===== src/rtl/sw_pkg.sv =====
// Shared stopwatch constants: FSM state encoding and BCD digit limits.
package sw_pkg;

  typedef enum logic [1:0] {
    IDLE  = 2'd0,
    RUN   = 2'd1,
    PAUSE = 2'd2
  } sw_state_t;

  localparam logic [3:0] ONES_MAX = 4'd9;
  localparam logic [2:0] TENS_MAX = 3'd5;

endpackage


===== src/rtl/btn_debounce.sv =====
// Button conditioning: 2-flop synchronizer, kHz-sampled debounce,
// one-clk press pulse on the debounced rising edge.
module btn_debounce #(
  parameter int DEBOUNCE_N = 4
) (
  input  logic clk,
  input  logic rst,
  input  logic khz_en,
  input  logic btn,
  output logic press
);

  logic       sync1;
  logic       sync2;
  logic       level;
  logic       level_d;
  logic [3:0] run_cnt;

  localparam logic [3:0] RUN_LAST = 4'(DEBOUNCE_N - 1);

  always_ff @(posedge clk or posedge rst) begin
    if (rst) begin
      sync1   <= 1'b0;
      sync2   <= 1'b0;
      level   <= 1'b0;
      level_d <= 1'b0;
      run_cnt <= '0;
      press   <= 1'b0;
    end else begin
      sync1   <= btn;
      sync2   <= sync1;
      level_d <= level;
      press   <= level & ~level_d;
      // run_cnt counts consecutive samples disagreeing with level
      if (khz_en) begin
        if (sync2 == level) begin
          run_cnt <= '0;
        end else if (run_cnt == RUN_LAST) begin
          level   <= sync2;
          run_cnt <= '0;
        end else begin
          run_cnt <= run_cnt + 4'd1;
        end
      end
    end
  end

endmodule


===== src/rtl/stopwatch_ctrl.sv =====
// Stopwatch controller: start/clear buttons drive an IDLE/RUN/PAUSE
// FSM gating a BCD mm:ss counter that wraps at 59:59.
module stopwatch_ctrl
  import sw_pkg::*;
#(
  parameter int DEBOUNCE_N = 4
) (
  input  logic       clk,
  input  logic       rst,
  input  logic       enable,
  input  logic       KHz_enable,
  input  logic       btn_start,
  input  logic       btn_clear,
  output logic [2:0] min_tens,
  output logic [3:0] min_ones,
  output logic [2:0] sec_tens,
  output logic [3:0] sec_ones,
  output logic       running,
  output logic       wrap
);

  sw_state_t state;
  logic      start_p;
  logic      clear_p;
  logic      inc;

  btn_debounce #(.DEBOUNCE_N(DEBOUNCE_N)) u_start (
    .clk    (clk),
    .rst    (rst),
    .khz_en (KHz_enable),
    .btn    (btn_start),
    .press  (start_p)
  );

  btn_debounce #(.DEBOUNCE_N(DEBOUNCE_N)) u_clear (
    .clk    (clk),
    .rst    (rst),
    .khz_en (KHz_enable),
    .btn    (btn_clear),
    .press  (clear_p)
  );

  assign inc = enable && (state == RUN);

  always_ff @(posedge clk or posedge rst) begin
    if (rst) begin
      state    <= IDLE;
      running  <= 1'b0;
      wrap     <= 1'b0;
      min_tens <= '0;
      min_ones <= '0;
      sec_tens <= '0;
      sec_ones <= '0;
    end else begin
      wrap <= 1'b0;
      // >= keeps any corrupted digit from leaving BCD range
      if (inc) begin
        if (sec_ones >= ONES_MAX) begin
          sec_ones <= '0;
          if (sec_tens >= TENS_MAX) begin
            sec_tens <= '0;
            if (min_ones >= ONES_MAX) begin
              min_ones <= '0;
              if (min_tens >= TENS_MAX) begin
                min_tens <= '0;
                wrap     <= 1'b1;
              end else begin
                min_tens <= min_tens + 3'd1;
              end
            end else begin
              min_ones <= min_ones + 4'd1;
            end
          end else begin
            sec_tens <= sec_tens + 3'd1;
          end
        end else begin
          sec_ones <= sec_ones + 4'd1;
        end
      end
      // clear only acts outside RUN, so it never races the increment
      if (clear_p && state != RUN) begin
        state    <= IDLE;
        running  <= 1'b0;
        min_tens <= '0;
        min_ones <= '0;
        sec_tens <= '0;
        sec_ones <= '0;
      end else if (start_p) begin
        unique case (1'b1)
          (state == RUN): begin
            state   <= PAUSE;
            running <= 1'b0;
          end
          default: begin
            state   <= RUN;
            running <= 1'b1;
          end
        endcase
      end
    end
  end

endmodule


===== config.mk =====
export PLATFORM = sky130hd
export DESIGN_NAME = stopwatch_ctrl
export DESIGN_NICKNAME = d
export VERILOG_FILES = /design/src/rtl/sw_pkg.sv /design/src/rtl/btn_debounce.sv /design/src/rtl/stopwatch_ctrl.sv
export SDC_FILE = /design/constraint.sdc
export NUM_CORES = 1
export LEC_CHECK = 0
export ABC_AREA = 1
export ABC_CLOCK_PERIOD_IN_PS = 2400
export CORE_MARGIN = 2
export CORE_UTILIZATION = 59
export DETAILED_ROUTE_END_ITERATION = 12
export PLACE_DENSITY = 0.84
export SYNTH_ARGS = -nofsm -noshare
export SYNTH_HDL_FRONTEND = slang
export SYNTH_SLANG_ARGS = --single-unit
export TNS_END_PERCENT = 5

===== constraint.sdc =====
create_clock -name clk -period 2.4 [get_ports clk]
set_input_delay 0.36 -clock clk [delete_from_list [all_inputs] [get_ports clk]]
set_output_delay 0.36 -clock clk [all_outputs]
set_load 0.01 [all_outputs]

* Word level (Yosys, flattened, before mapping) *
Index checks and enable logic that the tools add are counted.

storage, ports and cells
  bits in registers = 36

cells by class
  reductions and logical operators = 12
  bitwise operators = 6
  $add $sub $neg = 6
  $lt $le $gt $ge = 4
  equality and inequality tests = 6
  muxes and demuxes = 33

operator list
  operator                                                                count
  4-bit 2-to-1 mux                                                        12
  3-bit 2-to-1 mux                                                        10
  4-bit by 1-bit adder with 4-bit output (second input constant)          4
  2-bit nonzero test                                                      5
  3-bit AND reduction                                                     3
  4-bit by 2-bit equality test with 1-bit output (second input constant)  2
  4-bit >= comparator (second input constant)                             2
  1-bit 2-to-1 mux                                                        8
  3-bit by 1-bit adder with 3-bit output (second input constant)          2
  3-bit >= comparator (second input constant)                             2
  2-bit 2-to-1 mux                                                        3
  1-bit NOT                                                               4
  4-bit AND reduction                                                     1
  1-bit bitwise AND                                                       2
  1-bit equality test                                                     2
  2-bit by 1-bit equality test with 1-bit output (second input constant)  1
  1-bit logical AND                                                       2
  2-bit by 1-bit != test with 1-bit output (second input constant)        1
  2-bit AND reduction                                                     1

* Logic depth before layout (Yosys ltp) *
Gate-level depths: netlist (run 1).

  depth in word-level cells = 7
  gate-level depth with buffers = 10

* Modules after synthesis *
A second synthesis (run 1) with hierarchy kept.

second synthesis, totals
  cells, all modules = 215
  area, all modules = 1881.8 um^2

modules (own cells, without submodules)
  module          cells each  area an instance (um^2)  times used
  stopwatch_ctrl  125         1103.6                   1
  btn_debounce    45          389.1                    2

* Least setup slack after synthesis (run 1) *
Ideal clock, no wire load.

  path kind = reg-to-reg
  start = register sec_tens[1]
  end = register min_ones[2]
  setup slack = 1025 ps
  arrival = 1259 ps
  cell stages (with the launch flop) = 9
  path through = dfrtp_1 -> inv_1 -> ha_1 -> o21ai_1 -> nand2_1 -> inv_2 -> nor2_4 -> nand2_1 -> nand2_1

on the way
  cells in the longest elaborated chain, start to end = 3

RTL lines
  what                           RTL line              RTL
  from (decl)                    stopwatch_ctrl.sv:16  output logic [2:0] sec_tens,
  from (signal assigned)         stopwatch_ctrl.sv:74  sec_tens <= sec_tens + 3'd1;
  3-bit >= comparator            stopwatch_ctrl.sv:60  if (sec_tens >= TENS_MAX) begin
  2-bit nonzero test (no line)   --
  3-bit AND reduction (no line)  --
  to (signal assigned)           stopwatch_ctrl.sv:71  min_ones <= min_ones + 4'd1;
  to (decl)                      stopwatch_ctrl.sv:15  output logic [3:0] min_ones,

No other way between the ends.
A chain may end at the register's enable or synchronous reset.

* Worst setup path in the final report (run 1) *
  start = register min_ones[0]
  end = output port min_ones[0]

No word-level cell between the ends.

==> results of run 1 <==
## state kept, by name (all words and copies together), names as in the netlist, 2 cells and up
register,count
u_start.run_cnt,4
state,2
sec_tens,3
min_ones,4
u_clear.run_cnt,4
min_tens,3
sec_ones,4
## cell usage in the layout, fill, tap and decap left out, drive strengths merged, types with 3 or more instances in the layout
cell type,Yosys,routed
xor2,7,7
nor2,22,22
dfrtp,35,35
ha,12,12
clkdlybuf4s50,0,21
nand2,51,51
o21ai,14,14
inv,24,24
nand3,19,19
clkbuf,0,8
xnor2,3,3
## layer usage
metal  up-vias  part of all wire, %  track usage, %
met2        24                   51            34.0
met4         0                  1.4            7.79
li1        694                    -               -
met1       634                   44            24.9
met5         -                    0               0
met3         5                  3.4            4.84
## power groups by stage
stage,logic [W],registers [W],clock network [W]
finish,0.000970,0.000961,0.000365
global route,0.00111,0.000990,0.000395
CTS,0.000981,0.000962,0.000377
detailed placement,0.000974,0.000972,0
global placement,0.000933,0.000955,0
floorplan,0.000641,0.000974,0
## kinds of logic after synthesis
kind of cell / Yosys count
AND/OR/NAND/NOR: 96
AO/OA/AOI/OAI: 21
adder cells (fa/ha/maj): 12
buffers and inverters: 25
flip-flops: 35
XOR/XNOR: 10
## stage by stage
step                hold WS (ps)  setup slack [ps]  utilization, %
floorplan                    331              1020               -
global placement             335               709            72.2
detailed placement           340               669            72.2
CTS                          364               634            74.7
global route                 371               581            74.7
finish                       360               646            74.7
## area by class of cell
class                   instances  area, µm²  area share [%]
inverters                      24       90.1            4.30
repair buffers                 22        218            10.4
multi-input cells             139        803            38.4
clock buffers                   8       68.8            3.29
flip-flops and latches         35        876            41.8
well taps                      31       38.8            1.85
## worst min path at each step
stage,from,end,slack [ps],cells past startpoint
2_1_floorplan,u_clear.sync1,u_clear.sync2,330,0
3_3_place_gp,u_clear.sync1,u_clear.sync2,340,0
3_5_place_dp,u_clear.sync1,u_clear.sync2,340,0
4_1_cts,u_clear.sync1,u_clear.sync2,360,0
5_1_grt,u_start.sync1,u_start.sync2,370,0
6_report,u_clear.sync1,u_clear.sync2,360,0
==> summary.txt, run 1 <==
Pwr
  – PnR Total Power: 0.00230 W
  – Logic pwr share: 42.2%
  – Power Internal: 0.00138 W
  – Switch share: 39.9%
  – VDD IR-drop max: 0.000797 V
  – Reg power frac: 41.8%
  – Power per cell area: 1100 nW/µm²
  – Clock share of power: 15.9%
  – Sw power: 0.000917 W
  – Pleak: 1.04 nW

Status
  – Status: finished with violations
  – Failing checks: DRC

Job
  – Number of max-cap violations: 0

STA
  – Fin Setup TNS: 0 ps
  – Tmin final: 1750 ps
  – Final worst clock skew: 7.96 ps
  – RSZ-0062 raised after global routing: false
  – # setup viols final: 0
  – Max Fclk: 0.570 GHz
  – Fin. Hold Viols: 0
  – Tightest Pin Transition: 431 ps
  – Slew Limit Fails: 0
  – Period utilisation layout: 73.1%
  – Rel. slew slack: 71.0%

Finish
  – Inserted Diodes: 0
  – Layout area overhead: 17.6%
  – Layout cells sized above 1: 8.77%
  – Fillers: 215
  – Final non-filler cell total: 259
  – Design area: 2090 µm²
  – Final Net Count: 245

Clock network
  – Worst-path clk slew: 100 ps
  – Clock sinks: 35
  – CTS Root Cell: clkbuf_4
  – Bufs on Longest Clock Path: 2
  – Clock H-tree levels: 2
  – Post-CTS Hold Fix Bufs: 0
  – CTS tree: yes
  – TritonCTS Buffers: 5
  – Clock latency on the worst-skew pair: 340 ps
  – Setup repair bufs after CTS: 0
  – Resized Gates After CTS: 0

Synthesis
  – Synth cell types: 25
  – Commonest cells in the netlist: nand2_1, dfrtp_1, inv_1
  – Yosys reg bits: 35
  – Dominant synthesized flop cell: dfrtp_1
  – Synth Area in Compound Gates: 7.38%
  – Post-synthesis mux area share: 0%
  – Most frequent cell after synthesis: nand2_1
  – Post-synthesis cell count: 199
  – Post-synth top area share: 49.2%
  – Seq/Total Area, Yosys: 49.2%
  – Ys Warns: 0
  – Synth area leaders: dfrtp_1, nand2_1, ha_1
  – Cell taking the most area after synthesis: dfrtp_1
  – Largest family of logic cells by synthesized area: simple AND/OR/NAND/NOR gates
  – Post-synth EDFFs: 0
  – Simple-Gate Fraction of Synth Area: 24.4%
  – Asr flop ratio synth: 100%
  – Post-Syn Area: 1780 µm²
  – Post-synth net total: 217
  – Synthesized area per cell: 8.95 µm²
  – XOR/XNOR Fraction of Synth Area: 4.92%
  – Adder-cell share of the synthesized area: 8.43%

Routing
  – Wirelength per Cell: 11.7 µm
  – Vias per cell: 5.24
  – Vias: 1,357
  – Post-DRT Antenna Nets: 0
  – Post-route DRC: 3
  – Number of detailed-route iterations in the first pass: 9
  – Routed WL: 3030 µm
  – Initial drt markers: 60

Setup path
  – Worst Path Buf+Inv: 1
  – Levels on crit path: 1
  – Crit path arrival time: 1390 ps
  – Worst setup path endpoint: min_ones[0]
  – Worst r2r path cells: 8
  – Crit path kind: reg2out
  – Worst setup EP type: output pin
  – Delay-heaviest family, CP: buffers and inverters
  – Critical Path Max Stage Delay: 590 ps
  – Worst Setup Start Kind: flip-flop
  – R2r endpoint: min_ones[0]
  – CP max stage cell: clkdlybuf4s50_1
  – Worst path cell trace: clkdlybuf4s50_1
  – R2R Setup Slk: 860 ps
  – Worst Path Max Fanout: 7
  – Critical Path Source: min_ones[0]
  – Critical path required time: 2040 ps
  – R2R Path Start: sec_tens[1]

GRT
  – Initial antenna violation count: 0
  – Overflow after GRT: 0
  – First-pass GRT wire length: 5280 µm
  – Vias in the first global route: 1,230
  – Largest net degree at the start of global routing: 36
  – Tot GR Track Use: 20.1%

Place
  – Number of port buffers: 21
  – Post-DP HPWL: 2240 µm
  – Placed Area: 2030 µm²
  – Final GP Congestion: 0.815
  – DP Cell Count: 251

Floorplan
  – Placeable core area: 2810 µm²
  – Rows: 19
  – Die Ht: 58.9 µm
  – IO Pins: 22
  – Die W: 58.9 µm
  – Initial Util: 63.5%
  – Die Area: 3470 µm²

Min path
  – Hold Path Class: reg2reg
Note: power is estimated with default switching activity, not from simulation.
==> inputs of run 2 (changes only) <==
- ABC_CLOCK_PERIOD_IN_PS: 2400 -> 1700
- CORE_UTILIZATION: 59 -> 54
- PLACE_DENSITY: 0.84 -> 0.78
- clock period: 2.4 -> 1.7 ns (I/O delays scaled with it)
==> run 2 against run 1 <==
Effect of this change:
- the flow now finishes without violations
- non-clock buffer count unchanged
- final area grew 0.18%
- utilization fell by 7.0 points
- critical path depth is the same
- via count increased by 0.59%
- power rose by 37%
- register-to-register slack got worse by 680 ps
- combinational power increased by 39%
- die area increased by 8.6%
- critical path type unchanged
==> summary.txt, run 2 (synthesis results as in run 1) <==
Floorplan
  – IO Pins: 22 (unchanged)
  – Rows: 20 (+1)
  – Die Ht: 61.4 µm (+4.2%)
  – Die W: 61.4 µm (+4.2%)
  – Initial Util: 57.4% (-6.1 points)
  – Placeable core area: 3100 µm² (+11%)
  – Die Area: 3770 µm² (+8.6%)

Routing
  – Routed WL: 3100 µm (+2.5%)
  – Post-route DRC: 0 (-3)
  – Max Used Layer: met4
  – Metal-1 WL: 1340 µm (+0.23%)
  – Wirelength per Cell: 11.4 µm (-2.4%)
  – Routed length on met3: 126 µm (+21%)
  – Vias: 1,365 (+0.59%)
  – Number of detailed-route iterations in the first pass: 4 (-5)
  – Metal2 WL: 1540 µm (-0.65%)
  – Post-DRT Antenna Nets: 0 (unchanged)
  – Vias per cell: 5.02 (-4.2%)
  – Initial drt markers: 60 (unchanged)

STA
  – Final worst clock skew: 11.7 ps (+3.75 ps)
  – Tmin final: 1640 ps
  – Period utilisation layout: 96.2%
  – Fin worst setup slack: 63.9 ps (-582 ps)
  – # setup viols final: 0 (unchanged)
  – Fin Setup TNS: 0 ps (unchanged)
  – Max Fclk: 0.611 GHz
  – Tightest Pin Transition: 424 ps (-7.31 ps)
  – RSZ-0062 raised after global routing: false
  – Slew Limit Fails: 0 (unchanged)
  – Rel. slew slack: 71.5% (+0.49 points)
  – Fin. Hold Viols: 0 (unchanged)

Setup path
  – Worst Setup Start Kind: flip-flop
  – Crit path kind: reg2out
  – CP max stage cell: clkdlybuf4s50_1
  – Delay-heaviest family, CP: buffers and inverters
  – Crit path arrival time: 1380 ps (about the same)
  – Worst setup EP type: output pin
  – Worst Path Buf+Inv: 1 (unchanged)
  – Worst Path Max Fanout: 5 (-2)
  – Critical Path Max Stage Delay: 580 ps (about the same)
  – Worst path cell trace: clkdlybuf4s50_1
  – Critical path required time: 1440 ps (-600 ps)

GRT
  – Overflow after GRT: 0 (unchanged)
  – Initial antenna violation count: 0 (unchanged)
  – Largest net degree at the start of global routing: 36 (unchanged)
  – Tot GR Track Use: 19.5% (-0.57 points)
  – First-pass GRT wire length: 5240 µm (-0.64%)
  – Vias in the first global route: 1,314 (+6.8%)

Place
  – Placed Area: 2040 µm² (+0.80%)
  – Number of port buffers: 21 (unchanged)
  – Final GP Congestion: 0.857 (+5.1%)
  – Post-DP HPWL: 2280 µm (+1.5%)
  – Placement Setup Slack: 54.9 ps (-614 ps)

Job
  – Number of max-cap violations: 0 (unchanged)

Pwr
  – Pleak: 1.03 nW (-0.95%)
  – VDD IR-drop max: 0.000641 V (-20%)
  – PnR Total Power: 0.00314 W (+37%)
  – Power per cell area: 1500 nW/µm² (+37%)

Clock network
  – Bufs on Longest Clock Path: 2 (unchanged)
  – Setup repair bufs after CTS: 0 (unchanged)
  – TritonCTS Buffers: 5 (unchanged)
  – CTS tree: yes
  – CTS Root Cell: clkbuf_4
  – Worst-path clk slew: 110 ps (about the same)
  – Clock latency on the worst-skew pair: 350 ps (about the same)
  – Clock sinks: 35 (unchanged)
  – Clock H-tree levels: 2 (unchanged)

Min path
  – Hold Path Class: in2async

Finish
  – Design area: 2100 µm² (+0.18%)
  – Leading cell type in the layout, fill and taps excluded: nand2_1
  – Inserted Diodes: 0 (unchanged)
  – Most frequent cells in the layout: nand2_1, dfrtp_1, inv_1
  – Final Net Count: 245 (unchanged)
  – Layout cells sized above 1: 8.77% (unchanged)
  – Final Core Density: 67.6% (-7.0 points)
  – Layout area overhead: 17.8%

Status
  – Status: finished, final reports clean
run 2: changes by cell type in the layout (fill, tap and decap cells not counted):
cell      previous run  this run
nand2_2              3         2
clkbuf_1             1         2
dfrtp_2              0         1
clkinv_2             0         1
dfrtp_1             35        34
nand2_4              2         3
clkbuf_8             2         0
run 2: tightest hold or removal path, cell delays in order:
cell and delay (ps):
clkdlybuf4s50_1 400, inv_1 50, buf_4 380
run 2: area by class of cell:
| cell class | count | area (µm²) |
|---|---|---|
| Clock inverter | 1 | 5.00 |
| Sequential cell | 35 | 877 |
| Timing Repair Buffer | 22 | 218 |
| Multi-Input combinational cell | 139 | 808 |
| Tap cell | 44 | 55.1 |
| Fill cell | 275 | 1000 |
| Inverter | 24 | 90.1 |
| Clock buffer | 7 | 45.0 |
run 2: per-layer routing:
metal  global-route usage, %  vias to the layer above
li1                        -                      687
met1                    22.5                      638
met3                    4.62                       10
met5                       0                        -
met2                    31.8                       30
met4                    14.3                        0
run 2: path summary, 6_finish.rpt:
check                           slack (ps)           from  cells past startpoint            end
worst max-delay path                    60    min_ones[2]                      1    min_ones[2]
worst min-delay path                   280            rst                      3       state[0]
worst max register to register         180    sec_tens[1]                      7    min_ones[0]
worst min register to register         360  u_clear.sync1                      0  u_clear.sync2
max in group asynchronous             1090            rst                      3    min_ones[0]
min in group clk                       340      btn_start                      1  u_start.sync1
run 2: per-stage QoR:
stage | instances | hold slack (ps)
3_5_place_dp | 264 | 340
4_1_cts | 272 | 293
2_1_floorplan | 199 | 286
5_1_grt | 272 | 321
3_3_place_gp | 264 | 333
6_report | 272 | 284
run 2: repair_timing:
action                                  4_1_cts  5_1_grt
hold buffers                                  0        0
gates resized for setup                       0        2
endpoints found under the setup margin        0        4
run 2: report_power, final:
group	internal (W)	switching, W
clock network	0.000161	0.000279
logic	0.000612	0.000743
registers	0.00109	0.000256
total	0.00187	0.00128
==> inputs of run 3 (changes only) <==
- CAP_MARGIN: unset -> 20
==> results of run 3 <==
The final DEF is identical to that of run 2; final timing and power are the same.
